===== config.mk =====
export PLATFORM = sky130hd
export DESIGN_NAME = aes_seq_ctrl
export DESIGN_NICKNAME = d
export VERILOG_FILES = /design/src/rtl/aes_seq_ctrl.sv
export SDC_FILE = /design/constraint.sdc
export NUM_CORES = 1
export LEC_CHECK = 0
export CAP_MARGIN = 10
export CORE_UTILIZATION = 37
export CTS_CLUSTER_DIAMETER = 200
export CTS_CLUSTER_SIZE = 40
export DETAILED_ROUTE_END_ITERATION = 10
export GPL_TIMING_DRIVEN = 0
export SLEW_MARGIN = 20
export SYNTH_ARGS = -nofsm -noshare
export SYNTH_HDL_FRONTEND = slang
export SYNTH_SLANG_ARGS = --single-unit
export TNS_END_PERCENT = 20

===== constraint.sdc =====
create_clock -name clk -period 3.2 [get_ports clk]
set_clock_uncertainty 0.2 [all_clocks]
set_input_delay 0.64 -clock clk [delete_from_list [all_inputs] [get_ports clk]]
set_output_delay 0.64 -clock clk [all_outputs]
set_load 0.02 [all_outputs]

===== src/rtl/aes_seq_ctrl.sv =====
// aes_seq_ctrl: sequencer for the byte-serial AES datapath.
// It walks each block through LOAD, NR round passes, the output pipeline
// latency (WAIT) and the output shifter (OUT), and then pulses done.
// It also drives the key-expansion, round-core and feedback-mux enables.
// Optional feature: define AES_SEQ_CYCLE_CNT_EN to build the busy-cycle
// counter on cycle_cnt. Without it, cycle_cnt is tied to zero.
module aes_seq_ctrl #(
    parameter int NR        = 10,
    parameter int BLK_BYTES = 16,
    parameter int PIPE_LAT  = 3
) (
    input  logic                         clk,
    input  logic                         rst,
    input  logic                         start,
    input  logic                         mode,
    input  logic                         hold,
    input  logic                         abort,
    output logic                         busy,
    output logic                         in_ready,
    output logic [$clog2(BLK_BYTES)-1:0] byte_idx,
    output logic [$clog2(NR+1)-1:0]      round,
    output logic                         key_en,
    output logic                         core_en,
    output logic                         sel_fb,
    output logic                         last_round,
    output logic                         out_valid,
    output logic                         out_last,
    output logic                         done,
    output logic [15:0]                  cycle_cnt
);

    localparam int BW = $clog2(BLK_BYTES);
    localparam int RW = $clog2(NR + 1);
    localparam int WW = (PIPE_LAT > 1) ? $clog2(PIPE_LAT) : 1;

    localparam logic [BW-1:0] BYTE_LAST = BW'(BLK_BYTES - 1);
    localparam logic [RW-1:0] ROUND_MAX = RW'(NR);
    localparam logic [WW-1:0] WAIT_LAST = WW'((PIPE_LAT > 0) ? PIPE_LAT - 1 : 0);

    typedef enum logic [2:0] {
        S_IDLE,
        S_LOAD,
        S_ROUND,
        S_WAIT,
        S_OUT,
        S_DONE
    } state_t;

    state_t          state_q, state_d;
    logic [BW-1:0]   byte_idx_q, byte_idx_d;
    logic [RW-1:0]   round_q, round_d;
    logic [WW-1:0]   wait_q, wait_d;
    logic            mode_q, mode_d;
    logic            busy_q, busy_d;
    logic            in_ready_q, in_ready_d;
    logic            key_en_q, key_en_d;
    logic            core_en_q, core_en_d;
    logic            sel_fb_q, sel_fb_d;
    logic            last_round_q, last_round_d;
    logic            out_valid_q, out_valid_d;
    logic            out_last_q, out_last_d;
    logic            done_q, done_d;

    logic            stall;
    logic            pass_end;
    logic            final_pass;
    logic [RW-1:0]   round_step;

    // The last byte of a pass, the next round-key index in the block's direction, and whether the current pass is the final one.
    always_comb begin
        pass_end   = (byte_idx_q == BYTE_LAST);
        round_step = mode_q ? (round_q - 1'b1) : (round_q + 1'b1);
        final_pass = mode_q ? (round_q == '0) : (round_q == ROUND_MAX);
    end

    // Next state and counters, then registered decodes taken from that next state so they line up with it.
    always_comb begin
        state_d    = state_q;
        byte_idx_d = byte_idx_q;
        round_d    = round_q;
        wait_d     = wait_q;
        mode_d     = mode_q;
        stall      = 1'b0;

        if (state_q == S_IDLE) begin
            // hold has no effect in IDLE; start is always honoured here
            if (start) begin
                state_d    = S_LOAD;
                mode_d     = mode;
                round_d    = mode ? ROUND_MAX : '0;
                byte_idx_d = '0;
                wait_d     = '0;
            end
        end else if (abort) begin
            // abort leaves the round index alone; the next start reloads it
            state_d    = S_IDLE;
            byte_idx_d = '0;
            wait_d     = '0;
        end else if (hold) begin
            stall = 1'b1;
        end else begin
            case (state_q)
                S_LOAD: begin
                    byte_idx_d = byte_idx_q + 1'b1;
                    if (pass_end) begin
                        state_d = S_ROUND;
                        round_d = round_step;
                    end
                end
                S_ROUND: begin
                    byte_idx_d = byte_idx_q + 1'b1;
                    if (pass_end) begin
                        if (final_pass) begin
                            // round stays on its final index so it never leaves 0..NR
                            state_d = (PIPE_LAT == 0) ? S_OUT : S_WAIT;
                        end else begin
                            round_d = round_step;
                        end
                    end
                end
                S_WAIT: begin
                    if (wait_q == WAIT_LAST) begin
                        state_d = S_OUT;
                        wait_d  = '0;
                    end else begin
                        wait_d = wait_q + 1'b1;
                    end
                end
                S_OUT: begin
                    byte_idx_d = byte_idx_q + 1'b1;
                    if (pass_end) begin
                        state_d = S_DONE;
                    end
                end
                S_DONE: begin
                    state_d = S_IDLE;
                end
                default: begin
                    state_d = S_IDLE;
                end
            endcase
        end

        busy_d       = (state_d != S_IDLE);
        in_ready_d   = (state_d == S_LOAD);
        core_en_d    = (state_d == S_LOAD) || (state_d == S_ROUND);
        key_en_d     = core_en_d && (byte_idx_d == '0);
        sel_fb_d     = (state_d == S_ROUND);
        last_round_d = (state_d == S_ROUND) &&
                       (mode_d ? (round_d == '0) : (round_d == ROUND_MAX));
        out_valid_d  = (state_d == S_OUT);
        out_last_d   = out_valid_d && (byte_idx_d == BYTE_LAST);
        done_d       = (state_d == S_DONE);

        // A stalled cycle repeats the frozen position with every strobe
        // low, so each byte is enabled exactly once however long the hold.
        if (stall) begin
            in_ready_d   = 1'b0;
            key_en_d     = 1'b0;
            core_en_d    = 1'b0;
            out_valid_d  = 1'b0;
            out_last_d   = 1'b0;
            done_d       = 1'b0;
            sel_fb_d     = sel_fb_q;
            last_round_d = last_round_q;
        end
    end

    // FSM state, counters and registered outputs
    always_ff @(posedge clk) begin
        if (rst) begin
            state_q      <= S_IDLE;
            byte_idx_q   <= '0;
            round_q      <= '0;
            wait_q       <= '0;
            mode_q       <= 1'b0;
            busy_q       <= 1'b0;
            in_ready_q   <= 1'b0;
            key_en_q     <= 1'b0;
            core_en_q    <= 1'b0;
            sel_fb_q     <= 1'b0;
            last_round_q <= 1'b0;
            out_valid_q  <= 1'b0;
            out_last_q   <= 1'b0;
            done_q       <= 1'b0;
        end else begin
            state_q      <= state_d;
            byte_idx_q   <= byte_idx_d;
            round_q      <= round_d;
            wait_q       <= wait_d;
            mode_q       <= mode_d;
            busy_q       <= busy_d;
            in_ready_q   <= in_ready_d;
            key_en_q     <= key_en_d;
            core_en_q    <= core_en_d;
            sel_fb_q     <= sel_fb_d;
            last_round_q <= last_round_d;
            out_valid_q  <= out_valid_d;
            out_last_q   <= out_last_d;
            done_q       <= done_d;
        end
    end

    assign busy       = busy_q;
    assign in_ready   = in_ready_q;
    assign byte_idx   = byte_idx_q;
    assign round      = round_q;
    assign key_en     = key_en_q;
    assign core_en    = core_en_q;
    assign sel_fb     = sel_fb_q;
    assign last_round = last_round_q;
    assign out_valid  = out_valid_q;
    assign out_last   = out_last_q;
    assign done       = done_q;

`ifdef AES_SEQ_CYCLE_CNT_EN
    logic [15:0] cnt_q, cnt_d;

    // Busy-cycle count: cleared when a block is accepted, saturating, held through IDLE.
    always_comb begin
        cnt_d = cnt_q;
        if (state_q == S_IDLE) begin
            if (start) begin
                cnt_d = '0;
            end
        end else if (cnt_q != 16'hFFFF) begin
            cnt_d = cnt_q + 16'd1;
        end
    end

    // Busy-cycle counter register
    always_ff @(posedge clk) begin
        if (rst) begin
            cnt_q <= '0;
        end else begin
            cnt_q <= cnt_d;
        end
    end

    assign cycle_cnt = cnt_q;
`else
    assign cycle_cnt = 16'h0000;
`endif

endmodule


==> metrics.yaml, run 1 <==
avgRoutedWirePerCell_um: 12.7
placementRows: 22
grt_overflow: 0
hold_path.class: "reg2reg"
mostFrequentLayoutCells: "dfxtp_1 (23), clkdlybuf4s50_1 (20), nor2_1 (19)"
cts_root_buf: "clkbuf_8"
clk_pin_slew_worst_paths_ns: 0.09
yosysTopAreaCell: "dfxtp_1"
cp_num_buf_inv: 2
htree_levels: 1
synth_top_area_share: 0.309
hold_buffers: 0
finalSetupViolCount: 0
fin_setup_tns_ns: 0
gr-usage-all-layers: 0.173
port_buffers: 20
use_met2: 0.274
die-area_sq_um: 4290
die_w_um: 65.5
synthFlopType: "dfxtp_1"
cp-start-kind: "primary input"
drive_above_1_share: 0.145
gr-max-usage-layer: "met2"
clockBufferDepth: 2
first_global_vias: 1247
grt_max_degree: 14
syn_area_sq_um: 1490
async_flop_share: 0
timing.hold.ws_ns: 0.274
min_from: "sel_fb$_SDFFE_PP0N_"
numCtsBuffers: 3
tightest_slew_ns: 0.523
synth.distinct_cells: 52
post-route-period-util: 0.860
crit-reg2reg-launch: "round[1]$_SDFF_PP0_"
hpwlAfterDp_um: 2590
vias_per_cell: 5.02
pwr-share-comb: 0.213
max_slew_margin: 0.649
p_seq_frac: 0.486
fin_crit_ns: 2.75
reg2reg_slack_ns: 0.71
crit_path_end_kind: "flip-flop"
synthToLayoutAreaGrowth_pct: 24.3
core_sq_um: 3770
grt_pass1_wl_um: 5750
vias: 1351
critical_path_required_ns: 3.17
p_sw_uw: 188
ys_top_cells_by_area: "dfxtp_1 (31%), buf_4 (8.1%), nor2_1 (4.8%), nand2_1 (3.5%), o21ai_0 (3.0%)"
max_freq_mhz: 363
yosysSeqAreaShare: 0.309
first_pass_iters: 4
clockPowerShare: 0.301
startpoint: "abort"
max_stage_delay_ns: 0.59
hold_violations: 0
power_uw: 625
antenna_cells: 0
routed_wl_um: 3430
final_core_util: 0.492
drc: 0
irDropWorstVdd_v: 0.000190
slowest_stage: "clkdlybuf4s50_1"
netlist_instances: 182
met3_usage: 0.0313
intPower_uw: 437
slew_violations: 0
met1_usage: 0.234
rsz0062_at_grt: "false"
ys_ff_latch: 23
avgSynthCellArea_sq_um: 8.19
switching_share: 0.300
start_util: 0.395
worst-setup-path-type: "in2reg"
gp_congestion: 0.916
crit_path_max_fanout: 8
nNetsFinal: 232
die_height_um: 65.5
leakagePower_uw: 0.000795
status: "completed"
power.density_nw_per_um2: 337
drt_first_iter_violations: 88
crit_family: "simple AND/OR/NAND/NOR gates"
cts_tree: "done"
antenna_found_initial: 0
synth_warnings: 0
maxCapViolations: 0
synth-edff-count: 0
final_common_cell: "dfxtp_1"
ctsResizeCount: 0
crit_path_cell_trace: "clkdlybuf4s50_1 > nor3_4 > nand2_2 > and4bb_1 > buf_6 > a211o_1 > o211ai_2 > mux2i_1 > a32o_1"
clock_latency_ns: 0.27
io-pin-count: 39
postCtsSetupBuffers: 0
cts_sinks: 23
postRouteAntennaNets: 0
crit_arrival_ns: 2.72
-- routing by layer --
layer | vias to the layer above | share of wire
met1 | 606 | 0.46
li1 | 692 | -
met3 | 5 | 0.067
met2 | 48 | 0.46
met4 | 0 | 0.014
met5 | - | 0
-- worst register-to-register path, stage by stage, from the launching register on --
cell and delay (ns):
dfxtp_1 0.49, fa_1 0.51, nor2b_1 0.15, a311oi_1 0.29, o31a_1 0.18, a211o_1 0.14
nand2b_1 0.11, mux2i_1 0.07, a32o_1 0.26
-- cells in the mapped netlist (3+ instances only) --
cell type	number
a21o_1	4
a21oi_1	7
a22oi_1	3
a31oi_1	4
and3_1	5
buf_2	3
buf_4	16
clkbuf_1	4
dfxtp_1	23
ha_1	3
inv_1	4
mux2i_1	3
nand2_1	14
nand2b_1	4
nand3_1	4
nor2_1	19
nor2b_1	5
nor3_1	3
nor3b_1	5
o21ai_0	9
xnor2_1	3
-- registers in the layout (all words and copies together) (netlist names) --
register    count
busy            1
byte_idx        4
core_en         1
done            1
in_ready        1
key_en          1
last_round      1
mode_q          1
out_last        1
out_valid       1
round           4
sel_fb          1
state_q         3
wait_q          2
-- final cells by class --
class,count,area (sq um)
timing repair buffer,20,200
buffer,25,173
inverter,4,15.0
tap,48,60.1
fill,379,1920
clock buffer,3,41.3
multi-input combinational,145,900
clock inverter,1,5.00
sequential,23,460
-- worst paths after layout --
path	cells past startpoint	end
worst max register to register	8	last_round$_SDFFE_PP0N_
worst max-delay path	9	last_round$_SDFFE_PP0N_
worst min register to register	1	sel_fb$_SDFFE_PP0N_
worst min-delay path	1	sel_fb$_SDFFE_PP0N_
-- power groups by stage --
stage / sequential (uW) / clock (uW) / combinational [uW]
CTS: 304 / 191 / 132
detailed placement: 311 / 0 / 132
global route: 305 / 209 / 146
finish: 304 / 188 / 133
global placement: 310 / 0 / 130
floorplan: 316 / 0 / 91.0
-- through the flow --
stage | worst slack, ns | instance area [sq um] | std cells
after floorplan | 0.796 | 1550 | 197
after global placement | 0.207 | 1810 | 265
after detailed placement | 0.182 | 1810 | 265
after CTS | 0.470 | 1850 | 269
after global routing | 0.355 | 1850 | 269
final | 0.449 | 1850 | 269
-- cell families after synthesis --
family | synth area share
compound gates | 0.196
xor+xnor | 0.0294
fa+ha+maj | 0.0386
buf+inv | 0.126
flops | 0.309
mux | 0.0201
other cells | 0.00251
simple gates | 0.279
(Power assumes the default switching activity.)
==> run 2: changes to the inputs <==
==> constraint.sdc (replaced) <==
create_clock -name clk -period 2.81 [get_ports clk]
set_clock_uncertainty 0.2 [all_clocks]
set_input_delay 0.562 -clock clk [delete_from_list [all_inputs] [get_ports clk]]
set_output_delay 0.562 -clock clk [all_outputs]
set_load 0.02 [all_outputs]
==> results of run 2 <==
The final DEF is identical to that of run 1. Status: completed.
Among the figures that moved: setup slack after placement 0.182 ns -> -0.130 ns; setup slack after layout 0.449 ns -> 0.137 ns; register-to-register setup slack 0.71 ns -> 0.32 ns; total power 625 uW -> 712 uW; worst IR drop on VDD 0.000190 V -> 0.000216 V
==> run 3: changes to the inputs <==
--- a/config.mk
+++ b/config.mk
@@ -5,6 +5,7 @@
 export SDC_FILE = /design/constraint.sdc
 export NUM_CORES = 1
 export LEC_CHECK = 0
+export ABC_AREA = 0
 export CAP_MARGIN = 10
 export CORE_UTILIZATION = 37
 export CTS_CLUSTER_DIAMETER = 200
==> results of run 3 <==
The final DEF is identical to that of run 1. Status: completed.
Among the figures that moved: setup slack after placement 0.182 ns -> -0.130 ns; setup slack after layout 0.449 ns -> 0.137 ns; register-to-register setup slack 0.71 ns -> 0.32 ns; total power 625 uW -> 712 uW; worst IR drop on VDD 0.000190 V -> 0.000216 V
